### config.mk
export PLATFORM = sky130hd
export DESIGN_NAME = axi_ahb_w_sched
export DESIGN_NICKNAME = d
export VERILOG_FILES = /design/src/rtl/axi_ahb_w_sched_pkg.sv /design/src/rtl/w_sched_token_pipe.sv /design/src/rtl/axi_ahb_w_sched.sv
export SDC_FILE = /design/constraint.sdc
export NUM_CORES = 1
export LEC_CHECK = 0
export CAP_MARGIN = 30
export CORE_AREA = 2 2 39 41
export DETAILED_ROUTE_END_ITERATION = 8
export DIE_AREA = 0 0 41 43
export DONT_BUFFER_PORTS = 1
export GPL_TIMING_DRIVEN = 0
export PLACE_DENSITY_LB_ADDON = 0.25
export SLEW_MARGIN = 30
export SYNTH_ARGS = -nofsm -noshare
export SYNTH_HDL_FRONTEND = slang
export SYNTH_SLANG_ARGS = --single-unit
### constraint.sdc
create_clock -name clk -period 2 [get_ports clk]
set_input_delay 0.6 -clock clk [delete_from_list [all_inputs] [get_ports clk]]
set_output_delay 0.6 -clock clk [all_outputs]
set_load 0.005 [all_outputs]
### src/rtl/axi_ahb_w_sched_pkg.sv
// Shared constants for the AXI-to-AHB bridge write path.
package axi_ahb_w_sched_pkg;

  localparam int PIPE_DEPTH_DEF = 2;

  // Width that can hold every count from 0 up to and including depth.
  function automatic int cnt_w(input int depth);
    return $clog2(depth + 1);
  endfunction

endpackage

### src/rtl/w_sched_token_pipe.sv
// Token shift register tracking write beats through the AHB address/data stages.
module w_sched_token_pipe
  import axi_ahb_w_sched_pkg::*;
#(
  parameter int PIPE_DEPTH = PIPE_DEPTH_DEF
) (
  input  logic                  clk,
  input  logic                  rst_n,
  input  logic                  hready,
  input  logic                  flush,
  input  logic                  issue,
  output logic [PIPE_DEPTH-1:0] valid,
  output logic                  done
);

  logic [PIPE_DEPTH-1:0] valid_nxt;

  generate
    if (PIPE_DEPTH == 1) begin : g_single
      assign valid_nxt = issue;
    end else begin : g_multi
      assign valid_nxt = {valid[PIPE_DEPTH-2:0], issue};
    end
  endgenerate

  // Flush discards tokens without completing them, so no pops are generated.
  assign done = rst_n & hready & ~flush & valid[PIPE_DEPTH-1];

  always_ff @(posedge clk) begin
    if (!rst_n || flush) begin
      valid <= '0;
    end else if (hready) begin
      valid <= valid_nxt;
    end
  end

endmodule

### src/rtl/axi_ahb_w_sched.sv
// Write-issue scheduler: requests a beat only when AW/W/B FIFOs cover all in-flight beats plus one.
module axi_ahb_w_sched
  import axi_ahb_w_sched_pkg::*;
#(
  parameter int PIPE_DEPTH = PIPE_DEPTH_DEF,
  parameter int CNT_W      = cnt_w(PIPE_DEPTH)
) (
  input  logic              clk,
  input  logic              rst_n,
  input  logic [PIPE_DEPTH:0] aw_empty,
  input  logic [PIPE_DEPTH:0] w_empty,
  input  logic [PIPE_DEPTH:0] b_full,
  input  logic              grant,
  input  logic              hready,
  input  logic              flush,
  output logic              w_req,
  output logic              w_issue,
  output logic              aw_pop,
  output logic              w_pop,
  output logic              b_push,
  output logic [CNT_W-1:0]  inflight,
  output logic              busy
);

  logic [PIPE_DEPTH-1:0] valid;
  logic                  done;

  // Registered count indexes the lookahead flags, so a same-cycle completion
  // is not credited; the request is conservative by one beat.
  assign w_req   = ~aw_empty[inflight] & ~w_empty[inflight] & ~b_full[inflight];
  assign w_issue = rst_n & w_req & grant & hready & ~flush;

  assign aw_pop = done;
  assign w_pop  = done;
  assign b_push = done;
  assign busy   = (inflight != '0);

  w_sched_token_pipe #(
    .PIPE_DEPTH(PIPE_DEPTH)
  ) u_token_pipe (
    .clk    (clk),
    .rst_n  (rst_n),
    .hready (hready),
    .flush  (flush),
    .issue  (w_issue),
    .valid  (valid),
    .done   (done)
  );

  always_ff @(posedge clk) begin
    if (!rst_n || flush) begin
      inflight <= '0;
    end else if (hready) begin
      if (w_issue && !done) begin
        inflight <= inflight + CNT_W'(1);
      end else if (done && !w_issue) begin
        inflight <= inflight - CNT_W'(1);
      end
    end
  end

  a_count_matches: assert property (@(posedge clk) disable iff (!rst_n)
    inflight == CNT_W'($countones(valid)));

  a_no_pop_empty: assert property (@(posedge clk) disable iff (!rst_n)
    aw_pop |-> !aw_empty[0]);

  a_no_push_full: assert property (@(posedge clk) disable iff (!rst_n)
    b_push |-> !b_full[0]);

endmodule

==> impl_results.md <==
* First-pass GRT wire length at roughly 1000 um
* Fin. Hold Viols at 0
* Clk network pwr share at slightly above 50%
* P_sw at 0.0000420 W
* Most frequent cells in the layout: 5 x buf_4, 3 x nor2_1, 3 x clkbuf_4
* Final Critical Period at just under 2 ns
* Clock Skews at roughly 0.0072 ns
* Core ar. at between 1000 and 1500 sq um
* Sequential-to-total area share from yosys stat at roughly 28%
* Synth Cell Area at approximately 290 sq um
* Die Area at roughly 1800 sq um
* Total Wirelength at roughly 710 um
* Fillers at 147
* Vias in the first global route at about 280
* CTS tree: built
* Via count at 280
* Final setup viols at 0
* DP HPWL at between 500 and 600 um
* Commonest non-fill, non-tap cell in the layout: buf_4
* CTS Buf Count at 3
* Post-synth net total at 50
* Final Max Slew Viols at 0
* Comb pwr share at 9.5%
* Share of layout cells above drive strength 1 at between 50 and 60%
* Final Util at between 30 and 40%
* CTS Hold Bufs at 0
* Multi-input gate area at ~260 sq um
* Sink Count at 4
* Syn avg cell area at a little over 8 sq um
* Unique cell type count in the Yosys netlist at 23
* Global route overflow at 0
* # IOs at 22
* Setup TNS at 0 ns
* Crit path DAT at roughly 2.1 ns
* Via-per-instance ratio at 4.83
* Critical Path Source Type: register
* CP Max Fanout at 6
* Required @ worst endpoint at approximately 2.2 ns
* CTS root buf: clkbuf_4
* Register area at 85.1 sq um
* H-tree lvl count at 1
* Fmax at around 0.5 GHz
* Starting density of the core at a little over a fifth
* Period utilization at a little over nine tenths
* Outcome: completed
* Synth warnings at 0
* DRC at 0
* Worst Hold Class: reg2reg
* RSZ-0062 raised after global routing: yes
* PortBufs at 0
* Hold Crit Depth at 2
* WS Path Type: reg2reg
* Max-cap viol count at 0
* 1st-iter DRT viols at 2
* Net Sw Frac at 21.1%
* Die width at 41 um
* Static leakage at approximately 0.18 nW
* Cell Pwr Density at 438 nW/um^2
* Tot GR Track Use at under 10%
* Internal power at 0.000157 W
* Yosys reg bits at 4
* GP Congestion at around 0.73
* Sequential share of power at slightly below 40%
* Area growth from synthesis to layout at 56.9%
* Worst setup EP type: register
* Clk slew on worst S/H paths at ~0.040 ns
* Fin nets at 59
* Clock Latency Late Sink at 0.24 ns
* Initial DRT Pass Iterations at 2
* Slew margin rel. at 83.0%
* Actual slew at the worst max-slew pin at 0.253 ns
* Bufs on Longest Clock Path at 2
* Initial antenna violation count at 0
* VDD IR-drop max at about 0.37 mV
* R2r worst-path depth at 8
* ANT nets after route at 0
* Diode count at 0
* Avg WL per Cell at 12.3 um
* Die height at ~43 um
* Pin count of the biggest net entering global routing at 10
* Mapped Cells at 35
* Row cnt at 14
[through the flow]
step / setup slack (ns) / hold slack [ns] / cells / cell area (sq um) / total power, W
4_1_cts: 0.000998 / 0.490 / 55 / 378 / 0.000198
2_1_floorplan: 0.00302 / 0.453 / 35 / 313 / 0.0000925
6_report: 0.0369 / 0.487 / 58 / 455 / 0.000199
3_3_place_gp: -0.0969 / 0.468 / 51 / 333 / 0.0000940
5_1_grt: -0.0742 / 0.508 / 58 / 455 / 0.000211
3_5_place_dp: -0.146 / 0.478 / 51 / 333 / 0.0000945
[flip-flops by register name, indices dropped and copies added, names as in the netlist]
name	count
inflight	2
u_token_pipe.valid	2
[layer usage]
layer | wire length [um] | vias to the layer above | GRT usage (%)
li1 | - | 137 | -
met1 | 259 | 126 | 9.39
met2 | 353 | 17 | 13.1
met3 | 101 | 0 | 7.85
met4 | 0 | 0 | 2.00
met5 | 0 | - | 0
[synth_stat cells, drive strengths merged]
master / n / share of area [%]
nor2: 4 / 5.2
buf: 3 / 9.0
o2111ai: 1 / 3.0
inv: 1 / 1.3
and2: 1 / 2.2
nand3: 1 / 1.7
o21bai: 1 / 2.6
nand3b: 2 / 5.2
a21oi: 1 / 1.7
dfxtp: 4 / 28
nor2b: 1 / 2.2
xor2: 2 / 6.0
nand2b: 2 / 4.3
nor3b: 1 / 2.6
or3: 1 / 2.2
or2: 1 / 2.2
nor4: 1 / 2.2
a211oi: 1 / 2.6
ha: 1 / 4.3
o21ai: 3 / 5.2
mux2i: 2 / 6.9
[cell families (layout without fill, tap and decap cells)]
logic type	after synthesis	after routing	share of synthesized area, %
buffers and inverters	4	11	10.3
AOI/OAI and AO/OA	7	7	15.1
and+or+nand+nor	15	15	29.7
adders and majority gates	1	1	4.31
xor gates and xnor gates	2	2	6.04
muxes	2	2	6.90
DFF	4	4	27.6
[area by class of cell]
type,count,share of cell area (%)
repair buffers,4,7.42
multi-input cells,27,58.0
clock buffers,3,4.95
well taps,16,4.40
flip-flops and latches,4,18.7
plain buffers,3,5.77
inverters,1,0.824
[power groups by stage]
stage | registers (W) | clock network (W) | logic (W)
4_1_cts | 0.0000793 | 0.000104 | 0.0000150
3_5_place_dp | 0.0000819 | 0 | 0.0000126
3_3_place_gp | 0.0000818 | 0 | 0.0000121
5_1_grt | 0.0000793 | 0.000110 | 0.0000209
2_1_floorplan | 0.0000818 | 0 | 0.0000107
6_report | 0.0000793 | 0.000101 | 0.0000190
[final timing paths]
path | startpoint | end | slack, ns
hold / removal | u_token_pipe.valid[0] | u_token_pipe.valid[0] | 0.49
hold reg to reg | u_token_pipe.valid[0] | u_token_pipe.valid[0] | 0.49
setup / recovery | inflight[0] | inflight[1] | 0.04
setup reg to reg | inflight[0] | inflight[1] | 0.04
[critical path, cell delays in order, from the launching register on]
cell,delay (ns)
dfxtp_2,0.32
buf_6,0.13
o21bai_4,0.17
a211oi_4,0.27
nor2_2,0.09
ha_1,0.28
nand2b_4,0.15
or3_4,0.36
a21oi_2,0.11
[what timing repair did]
item                       CTS  global route
resized for setup            4            10
gates cloned                 0             0
pin swaps                    1             6
buffers inserted             1             3
setup endpoints to repair    2             2
Power figures use the tool's default switching activity.
